[config.mk]
export PLATFORM = sky130hd
export DESIGN_NAME = param_display_seq_flat
export DESIGN_NICKNAME = d
export VERILOG_FILES = /design/src/rtl/param_display_seq_if.sv /design/src/rtl/param_display_seq.sv /design/src/flat_wrapper.sv
export SDC_FILE = /design/constraint.sdc
export NUM_CORES = 1
export LEC_CHECK = 0
export BUFFER_PORTS_ARGS = -buffer_cell sky130_fd_sc_hd__buf_2
export CORE_MARGIN = 3
export CORE_UTILIZATION = 59
export CTS_CLUSTER_DIAMETER = 100
export DETAILED_ROUTE_END_ITERATION = 8
export GPL_ROUTABILITY_DRIVEN = 1
export PLACE_DENSITY = 0.75
export SYNTH_ARGS = -nofsm -noshare
export SYNTH_HDL_FRONTEND = slang
export SYNTH_SLANG_ARGS = --single-unit
[constraint.sdc]
create_clock -name clk -period 12.29 [get_ports clk]
set_input_delay 2.458 -clock clk [delete_from_list [all_inputs] [get_ports clk]]
set_output_delay 2.458 -clock clk [all_outputs]
set_load 0.02 [all_outputs]
[src/rtl/param_display_seq_if.sv]
// param_display_seq_if
// Bundles the signals between the parameter-edit controller and the display
// block, and between the display block and the board pins.
//   fx_sel, param_sel, current_value, edit_en : selection/value from controller
//   busy                                      : decimal conversion in progress
//   LEDR                                      : bar meter, filled from the top bit down
//   HEX0..HEX5                                : seven-segment digits (active-low segments)
// Modports: master = controller/board side, slave = display block.
interface param_display_seq_if #(
    parameter int FX_COUNT    = 16,
    parameter int PARAM_COUNT = 8,
    parameter int PARAM_W     = 7,
    parameter int LED_COUNT   = 10
);
    localparam int FX_W = $clog2(FX_COUNT);
    localparam int PS_W = $clog2(PARAM_COUNT);

    logic [FX_W-1:0]      fx_sel;
    logic [PS_W-1:0]      param_sel;
    logic [PARAM_W-1:0]   current_value;
    logic                 edit_en;
    logic                 busy;
    logic [LED_COUNT-1:0] LEDR;
    logic [6:0]           HEX0;
    logic [6:0]           HEX1;
    logic [6:0]           HEX2;
    logic [6:0]           HEX3;
    logic [6:0]           HEX4;
    logic [6:0]           HEX5;

    modport master (
        output fx_sel, param_sel, current_value, edit_en,
        input  busy, LEDR, HEX0, HEX1, HEX2, HEX3, HEX4, HEX5
    );

    modport slave (
        input  fx_sel, param_sel, current_value, edit_en,
        output busy, LEDR, HEX0, HEX1, HEX2, HEX3, HEX4, HEX5
    );
endinterface

[src/rtl/param_display_seq.sv]
// param_display_seq
// Registers the effect/parameter/value selection, converts the value to
// decimal with a one-bit-per-cycle double-dabble, and drives six
// seven-segment digits plus a ballistic LED bar (instant rise, stepped fall).
// The value readout blinks while editing and blanks after an idle timeout.
// Ports:
//   clk   : system clock, all state on the rising edge
//   reset : synchronous, active-high
//   bus   : param_display_seq_if.slave (inputs from controller, HEX/LEDR/busy out)
module param_display_seq #(
    parameter int FX_COUNT       = 16,
    parameter int PARAM_COUNT    = 8,
    parameter int PARAM_W        = 7,
    parameter int LED_COUNT      = 10,
    parameter int TIMEOUT_CYCLES = 150_000_000,
    parameter int BLINK_CYCLES   = 12_500_000,
    parameter int STEP_CYCLES    = 2_500_000
) (
    input  logic               clk,
    input  logic               reset,
    param_display_seq_if.slave bus
);
    localparam int FX_W    = $clog2(FX_COUNT);
    localparam int PS_W    = $clog2(PARAM_COUNT);
    localparam int BCD_W   = 12;
    localparam int SH_W    = BCD_W + PARAM_W;
    localparam int IT_W    = $clog2(PARAM_W + 1);
    localparam int LV_W    = 4;
    localparam int TMO_W   = $clog2(TIMEOUT_CYCLES + 1);
    localparam int BLK_W   = $clog2(2 * BLINK_CYCLES + 1);
    localparam int STP_W   = $clog2(STEP_CYCLES + 1);
    localparam int MAX_VAL = (1 << PARAM_W) - 1;
    localparam int NUM_W   = PARAM_W + 5;

    localparam logic [4:0] SEVSEG_BLANK_INDEX = 5'd16;
    localparam logic [4:0] SEVSEG_LINE_INDEX  = 5'd17;

    typedef enum logic [1:0] {
        ST_CONV_PENDING,
        ST_IDLE,
        ST_CONV,
        ST_SHOW
    } state_t;

    state_t             state_q, state_d;
    logic               force_q, force_d;
    logic [FX_W-1:0]    snap_fx_q, snap_fx_d;
    logic [PS_W-1:0]    snap_param_q, snap_param_d;
    logic [PARAM_W-1:0] snap_val_q, snap_val_d;
    logic [SH_W-1:0]    sh_q, sh_d;
    logic [IT_W-1:0]    iter_q, iter_d;
    logic               shown_q, shown_d;     // fx/param committed at least once
    logic               readout_q, readout_d; // value digits visible
    logic [FX_W-1:0]    fx_q, fx_d;
    logic [PS_W-1:0]    param_q, param_d;
    logic [3:0]         hund_q, hund_d;
    logic [3:0]         tens_q, tens_d;
    logic [3:0]         units_q, units_d;
    logic [LV_W-1:0]    target_q, target_d;
    logic [LV_W-1:0]    level_q, level_d;
    logic [STP_W-1:0]   step_q, step_d;
    logic [BLK_W-1:0]   blink_q, blink_d;
    logic [TMO_W-1:0]   tmo_q, tmo_d;

    // ---------------- double-dabble iteration ----------------
    logic [SH_W-1:0] sh_adj;
    logic [SH_W-1:0] sh_iter;

    assign sh_adj[PARAM_W-1:0] = sh_q[PARAM_W-1:0];

    generate
        for (genvar gi = 0; gi < 3; gi++) begin : g_dd
            logic [3:0] nib;
            assign nib = sh_q[PARAM_W + 4*gi +: 4];
            assign sh_adj[PARAM_W + 4*gi +: 4] = (nib >= 4'd5) ? nib + 4'd3 : nib;
        end
    endgenerate

    assign sh_iter = sh_adj << 1;

    // ---------------- LED target: ceil(v*LED_COUNT/MAX_VAL), clamped ----------------
    logic [NUM_W-1:0] num;
    logic [NUM_W-1:0] quot;
    logic [LV_W-1:0]  target_calc;

    assign num  = NUM_W'(snap_val_q) * NUM_W'(LED_COUNT) + NUM_W'(MAX_VAL - 1);
    assign quot = num / NUM_W'(MAX_VAL);

    always_comb begin
        target_calc = quot[LV_W-1:0];
        if (snap_val_q == '0 || quot == '0) begin
            target_calc = LV_W'(1);
        end else if (quot > NUM_W'(LED_COUNT)) begin
            target_calc = LV_W'(LED_COUNT);
        end
    end

    // ---------------- state register ----------------
    always_ff @(posedge clk) begin
        if (reset) begin
            state_q      <= ST_CONV_PENDING;
            force_q      <= 1'b1;
            snap_fx_q    <= '0;
            snap_param_q <= '0;
            snap_val_q   <= '0;
            sh_q         <= '0;
            iter_q       <= '0;
            shown_q      <= 1'b0;
            readout_q    <= 1'b0;
            fx_q         <= '0;
            param_q      <= '0;
            hund_q       <= '0;
            tens_q       <= '0;
            units_q      <= '0;
            target_q     <= '0;
            level_q      <= '0;
            step_q       <= '0;
            blink_q      <= '0;
            tmo_q        <= '0;
        end else begin
            state_q      <= state_d;
            force_q      <= force_d;
            snap_fx_q    <= snap_fx_d;
            snap_param_q <= snap_param_d;
            snap_val_q   <= snap_val_d;
            sh_q         <= sh_d;
            iter_q       <= iter_d;
            shown_q      <= shown_d;
            readout_q    <= readout_d;
            fx_q         <= fx_d;
            param_q      <= param_d;
            hund_q       <= hund_d;
            tens_q       <= tens_d;
            units_q      <= units_d;
            target_q     <= target_d;
            level_q      <= level_d;
            step_q       <= step_d;
            blink_q      <= blink_d;
            tmo_q        <= tmo_d;
        end
    end

    // ---------------- next state ----------------
    logic change;

    assign change = force_q
                 || (bus.fx_sel != snap_fx_q)
                 || (bus.param_sel != snap_param_q)
                 || (bus.current_value != snap_val_q);

    always_comb begin
        state_d      = state_q;
        force_d      = force_q;
        snap_fx_d    = snap_fx_q;
        snap_param_d = snap_param_q;
        snap_val_d   = snap_val_q;
        sh_d         = sh_q;
        iter_d       = iter_q;
        shown_d      = shown_q;
        readout_d    = readout_q;
        fx_d         = fx_q;
        param_d      = param_q;
        hund_d       = hund_q;
        tens_d       = tens_q;
        units_d      = units_q;
        target_d     = target_q;
        level_d      = level_q;
        step_d       = step_q;
        blink_d      = blink_q;
        tmo_d        = tmo_q;

        if (change) begin
            // A change always (re)starts conversion; an in-flight value is dropped.
            snap_fx_d    = bus.fx_sel;
            snap_param_d = bus.param_sel;
            snap_val_d   = bus.current_value;
            sh_d         = {{BCD_W{1'b0}}, bus.current_value};
            iter_d       = '0;
            force_d      = 1'b0;
            state_d      = ST_CONV;
        end else begin
            case (state_q)
                ST_CONV: begin
                    if (iter_q != IT_W'(PARAM_W)) begin
                        sh_d   = sh_iter;
                        iter_d = iter_q + 1'b1;
                    end else begin
                        // Commit: every visible field updates on this one edge.
                        fx_d      = snap_fx_q;
                        param_d   = snap_param_q;
                        hund_d    = sh_q[PARAM_W + 8 +: 4];
                        tens_d    = sh_q[PARAM_W + 4 +: 4];
                        units_d   = sh_q[PARAM_W +: 4];
                        target_d  = target_calc;
                        if (target_calc > level_q) begin
                            level_d = target_calc;
                        end
                        step_d    = '0;
                        blink_d   = '0;
                        tmo_d     = '0;
                        shown_d   = 1'b1;
                        readout_d = 1'b1;
                        state_d   = ST_SHOW;
                    end
                end
                ST_SHOW: begin
                    // Ballistic fall: one LED per STEP_CYCLES edges.
                    if (target_q < level_q) begin
                        if (step_q == STP_W'(STEP_CYCLES - 1)) begin
                            level_d = level_q - 1'b1;
                            step_d  = '0;
                        end else begin
                            step_d = step_q + 1'b1;
                        end
                    end else begin
                        step_d = '0;
                    end

                    // Blink phase held at on-start while not editing, so a
                    // rising edit_en always begins with the digits shown.
                    if (bus.edit_en) begin
                        if (blink_q == BLK_W'(2 * BLINK_CYCLES - 1)) begin
                            blink_d = '0;
                        end else begin
                            blink_d = blink_q + 1'b1;
                        end
                    end else begin
                        blink_d = '0;
                    end

                    if (bus.edit_en) begin
                        tmo_d = '0;
                    end else if (tmo_q == TMO_W'(TIMEOUT_CYCLES - 1)) begin
                        tmo_d     = '0;
                        readout_d = 1'b0;
                        level_d   = '0;
                        step_d    = '0;
                        state_d   = ST_IDLE;
                    end else begin
                        tmo_d = tmo_q + 1'b1;
                    end
                end
                default: begin
                    // IDLE and CONV_PENDING wait for a change event.
                end
            endcase
        end
    end

    // ---------------- outputs ----------------
    function automatic logic [6:0] seg7(input logic [4:0] idx);
        logic [6:0] s;
        case (idx)
            5'd0:    s = 7'h40;
            5'd1:    s = 7'h79;
            5'd2:    s = 7'h24;
            5'd3:    s = 7'h30;
            5'd4:    s = 7'h19;
            5'd5:    s = 7'h12;
            5'd6:    s = 7'h02;
            5'd7:    s = 7'h78;
            5'd8:    s = 7'h00;
            5'd9:    s = 7'h10;
            5'd10:   s = 7'h08;
            5'd11:   s = 7'h03;
            5'd12:   s = 7'h46;
            5'd13:   s = 7'h21;
            5'd14:   s = 7'h06;
            5'd15:   s = 7'h0E;
            5'd17:   s = 7'h3F;  // middle bar only
            default: s = 7'h7F;  // blank
        endcase
        return s;
    endfunction

    logic       editing_show;
    logic       blink_off;
    logic       digits_on;
    logic [4:0] idx5, idx4, idx3, idx2, idx1, idx0;

    assign editing_show = (state_q == ST_SHOW) && bus.edit_en;
    assign blink_off    = editing_show && (blink_q >= BLK_W'(BLINK_CYCLES));
    assign digits_on    = readout_q && !blink_off;

    assign idx5 = shown_q ? 5'(fx_q) : SEVSEG_BLANK_INDEX;
    assign idx4 = shown_q ? 5'(param_q) : SEVSEG_BLANK_INDEX;
    assign idx3 = editing_show ? SEVSEG_LINE_INDEX : SEVSEG_BLANK_INDEX;
    assign idx2 = (digits_on && hund_q != 4'd0) ? 5'(hund_q) : SEVSEG_BLANK_INDEX;
    assign idx1 = (digits_on && (hund_q != 4'd0 || tens_q != 4'd0)) ? 5'(tens_q) : SEVSEG_BLANK_INDEX;
    assign idx0 = digits_on ? 5'(units_q) : SEVSEG_BLANK_INDEX;

    assign bus.HEX5 = seg7(idx5);
    assign bus.HEX4 = seg7(idx4);
    assign bus.HEX3 = seg7(idx3);
    assign bus.HEX2 = seg7(idx2);
    assign bus.HEX1 = seg7(idx1);
    assign bus.HEX0 = seg7(idx0);
    assign bus.busy = (state_q == ST_CONV);

    generate
        for (genvar gi = 0; gi < LED_COUNT; gi++) begin : g_bar
            assign bus.LEDR[LED_COUNT-1-gi] = (level_q > LV_W'(gi));
        end
    endgenerate
endmodule
[src/flat_wrapper.sv]
// flat-port wrapper written by rule: the top's interface ports become plain ports
module param_display_seq_flat 
#(
    parameter int FX_COUNT       = 16,
    parameter int PARAM_COUNT    = 8,
    parameter int PARAM_W        = 7,
    parameter int LED_COUNT      = 10,
    parameter int TIMEOUT_CYCLES = 150_000_000,
    parameter int BLINK_CYCLES   = 12_500_000,
    parameter int STEP_CYCLES    = 2_500_000
)
  (clk, reset, bus_fx_sel, bus_param_sel, bus_current_value, bus_edit_en, bus_busy, bus_LEDR, bus_HEX0, bus_HEX1, bus_HEX2, bus_HEX3, bus_HEX4, bus_HEX5);
  param_display_seq_if #(.FX_COUNT(FX_COUNT), .PARAM_COUNT(PARAM_COUNT), .PARAM_W(PARAM_W), .LED_COUNT(LED_COUNT)) bus_i ();
  input  logic clk;
  input  logic reset;
  input wire logic [$bits(bus_i.fx_sel)-1:0] bus_fx_sel;
  input wire logic [$bits(bus_i.param_sel)-1:0] bus_param_sel;
  input wire logic [$bits(bus_i.current_value)-1:0] bus_current_value;
  input wire logic [$bits(bus_i.edit_en)-1:0] bus_edit_en;
  output wire logic [$bits(bus_i.busy)-1:0] bus_busy;
  output wire logic [$bits(bus_i.LEDR)-1:0] bus_LEDR;
  output wire logic [$bits(bus_i.HEX0)-1:0] bus_HEX0;
  output wire logic [$bits(bus_i.HEX1)-1:0] bus_HEX1;
  output wire logic [$bits(bus_i.HEX2)-1:0] bus_HEX2;
  output wire logic [$bits(bus_i.HEX3)-1:0] bus_HEX3;
  output wire logic [$bits(bus_i.HEX4)-1:0] bus_HEX4;
  output wire logic [$bits(bus_i.HEX5)-1:0] bus_HEX5;
  assign bus_i.fx_sel = bus_fx_sel;
  assign bus_i.param_sel = bus_param_sel;
  assign bus_i.current_value = bus_current_value;
  assign bus_i.edit_en = bus_edit_en;
  assign bus_busy = bus_i.busy;
  assign bus_LEDR = bus_i.LEDR;
  assign bus_HEX0 = bus_i.HEX0;
  assign bus_HEX1 = bus_i.HEX1;
  assign bus_HEX2 = bus_i.HEX2;
  assign bus_HEX3 = bus_i.HEX3;
  assign bus_HEX4 = bus_i.HEX4;
  assign bus_HEX5 = bus_i.HEX5;
  param_display_seq #(.FX_COUNT(FX_COUNT), .PARAM_COUNT(PARAM_COUNT), .PARAM_W(PARAM_W), .LED_COUNT(LED_COUNT), .TIMEOUT_CYCLES(TIMEOUT_CYCLES), .BLINK_CYCLES(BLINK_CYCLES), .STEP_CYCLES(STEP_CYCLES)) u_core (.clk(clk), .reset(reset), .bus(bus_i));
endmodule
==> impl_metrics.csv <==
group,metric,value,unit
cts,post_cts_buffers,0,
yosys,synthArstFlopShare,0,%
critical_path,crit_start,"bus_edit_en",
placed_design,numPortBuffers,63,
cts,ctsResizeCount,0,
pwr,p_total,1.098,mW
global_routing,grt_pass1_vias,7430,
critical_path,required,9830,ps
hold_path,min_to,"u_core.param_q[0]",
timing,rsz0062_at_grt,"false",
critical_path,cp-end-kind,"output pin",
critical_path,rr_startpoint,"u_core.snap_val_q[0]",
timing,fmax,142.3,MHz
placed_design,placed_cells,1400,
drt,dr.pass1.iters,5,
yosys,synth.distinct_cells,95,
floorplan,io_pins,70,
hold_path,min_path_cells,2,
drt,drc,0,
status,outcome,"completed",
drt,wirelength,19560,um
cts,hold_buffers,0,
global_routing,grt_max_degree,68,
drt,routed_via_density,5.704,
floorplan,die_h,131.6,um
hold_path,hold_class,"flip-flop to flip-flop",
cts,clk_latency,420,ps
critical_path,start_kind,"input pin",
timing,worst_slew_pin_slew,1197,ps
timing,setup_viol_count_final,0,
floorplan,dieArea,0.01732,mm^2
yosys,ys_warn_count,0,
hold_path,hold_start,"u_core.snap_param_q[0]",
timing,finalMaxSlewViolations,0,
floorplan,num_rows,45,
timing,fin_skew,9.822,ps
global_routing,grt_usage,22.58,%
cts,clockBufferDepth,2,
timing,period_needed,7028,ps
cts,clock_sinks,143,
global_routing,antenna_found_initial,0,
critical_path,worstPathArrival,4570,ps
job,max_cap_violations,0,
timing,worst_slew_margin_rel,19.89,%
cts,cts_max_level,4,
yosys,seq_area_frac_synth,30.76,%
yosys,synth.cell_area,0.009308,mm^2
floorplan,start_util,60.78,%
drt,vias,8168,
cts,cts_tree,"built",
timing,finalCritPeriodShare,57.18,%
floorplan,core,0.01531,mm^2
timing,finalHoldViolCount,0,
timing,tns,0,ps
cts,clock-root-buffer,"clkbuf_16",
yosys,synth_edf_count,0,
drt,antenna_left,0,
pwr,ir_worst_vdd,0.0001344,V
pwr,powerDensity,107.6,mW/mm^2
finish,utilization,66.61,%
finish,finalNonFillerCells,1432,
floorplan,die_w,131.6,um
drt,drtIter0Drc,523,
placed_design,place_ws,5254,ps
finish,drive_above_1_share,12.04,%
yosys,synth_flop_cell,"dfxtp_1",
placed_design,hpwl,13860,um
drt,post_drt_wl_per_cell,13.66,um
placed_design,gp_congestion,0.8459,
global_routing,grt_pass1_wl,33840,um
critical_path,r2r_setup_slack,5740,ps
critical_path,worstReg2RegEnd,"u_core.level_q[0]",
pwr,leakagePower,3.704,nW
cts,cts_inserted_buffers,17,
yosys,syn_inst,1186,
yosys,synth_seq_cells,143,
critical_path,crit_fanout,23,
finish,areaGrowthSynthToFinish,9.598,%
finish,final_nets,1289,
timing,setup_ws,5262,ps
critical_path,critPathKind,"input pin to output pin",
global_routing,grt_overflow,0,
yosys,syn_avg_cell_area,7.848,um^2
critical_path,rr_worst_depth,26,
cts,clkTransAtPathRegs,60,ps
finish,insertedDiodeCount,0,
## stage by stage
step / hold WS [ps] / cell area [um^2]
finish: 465.0 / 10200
global route: 480.7 / 10200
CTS: 462.6 / 10200
detailed placement: 448.2 / 9605
global placement: 445.6 / 9605
floorplan: 432.1 / 9326
## state kept, by name, summed over array words and instances (netlist names), 2 cells and up
| signal | count |
|---|---|
| u_core.blink_q | 25 |
| u_core.fx_q | 4 |
| u_core.hund_q | 4 |
| u_core.iter_q | 3 |
| u_core.level_q | 4 |
| u_core.param_q | 3 |
| u_core.sh_q | 19 |
| u_core.snap_fx_q | 4 |
| u_core.snap_param_q | 3 |
| u_core.snap_val_q | 7 |
| u_core.state_q | 2 |
| u_core.step_q | 22 |
| u_core.target_q | 4 |
| u_core.tens_q | 4 |
| u_core.tmo_q | 28 |
| u_core.units_q | 4 |
## Yosys cell counts, types with 7 or more instances
library cell / instances / area [um^2]
nand2_1: 167 / 626.9
xnor2_1: 36 / 315.3
mux2i_1: 7 / 70.07
a21o_1: 10 / 75.07
dfxtp_1: 143 / 2863
o311ai_0: 9 / 78.83
nand3_1: 40 / 200.2
nor3_1: 28 / 140.1
nor2b_1: 18 / 112.6
inv_1: 52 / 195.2
o211ai_1: 15 / 112.6
mux2_2: 7 / 78.83
o21ai_0: 55 / 275.3
ha_1: 63 / 788.3
buf_4: 10 / 75.07
nor2_1: 127 / 476.7
nor4_1: 14 / 87.58
xor2_1: 52 / 455.4
a21oi_1: 84 / 420.4
and3_1: 9 / 56.30
or3_1: 11 / 68.82
clkbuf_1: 49 / 183.9
nand2b_1: 17 / 106.4
nand4_1: 18 / 112.6
## layout make-up
class / instances / area (um^2)
clock buffers: 19 / 442.9
flip-flops and latches: 143 / 2863
repair buffers: 67 / 345.3
well taps: 211 / 264.0
multi-input cells: 927 / 5938
clock inverters: 13 / 152.6
fillers: 1324 / 5114
inverters: 52 / 195.2
## worst max path at each step
stage                     cells after the start  slack (ps)          end
after floorplan                              11        4890  bus_HEX0[3]
after global placement                       11        5300  bus_HEX2[3]
after detailed placement                     11        5250  bus_HEX2[3]
after CTS                                    11        5250  bus_HEX2[3]
after global routing                         11        5160  bus_HEX2[3]
final                                        11        5260  bus_HEX2[3]
## critical path, cell delays in order
cell,delay (ps)
buf_2,110
nand3_1,140
a21oi_1,60
nor2b_1,110
buf_4,260
nand2_1,180
ha_1,320
inv_1,40
mux4_2,430
or2_2,280
buf_2,160
## layout by cell type, fill, tap and decap left out, types with 7 or more instances in the layout
cell type / netlist / routed
nand2_1: 167 / 167
dfxtp_1: 143 / 143
nor2_1: 127 / 127
a21oi_1: 84 / 84
ha_1: 63 / 63
buf_2: 2 / 63
o21ai_0: 55 / 55
xor2_1: 52 / 52
inv_1: 52 / 52
nand3_1: 40 / 40
xnor2_1: 36 / 36
nor3_1: 28 / 28
nand4_1: 18 / 18
nor2b_1: 18 / 18
nand2b_1: 17 / 17
clkbuf_16: 0 / 17
o211ai_1: 15 / 15
nor4_1: 14 / 13
or3_1: 11 / 11
a21o_1: 10 / 10
o311ai_0: 9 / 9
and3_1: 9 / 9
mux2_2: 7 / 7
mux2i_1: 7 / 7
## layer usage
layer | global-route usage, % | share of wire [%]
met4 | 6.301 | 1.3
met5 | 0 | 0
met2 | 37.77 | 47
met3 | 4.364 | 3.5
met1 | 29.83 | 48
## power by group
part / internal (mW) / switching (mW) / total (mW)
logic: 0.0431 / 0.0654 / 0.109
registers: 0.468 / 0.00439 / 0.472
clock network: 0.308 / 0.209 / 0.517
## cells by family after synthesis
group                      after synthesis  share of synthesized area [%]
buffers and inverters                  121                          5.713
xor gates and xnor gates                89                          8.455
AOI/OAI and AO/OA                      252                          18.17
and+or+nand+nor                        500                          26.09
adders and majority gates               64                          8.684
muxes                                   16                          2.084
other                                    1                        0.04029
DFF                                    143                          30.76
Note: power is estimated with default switching activity, not from simulation.
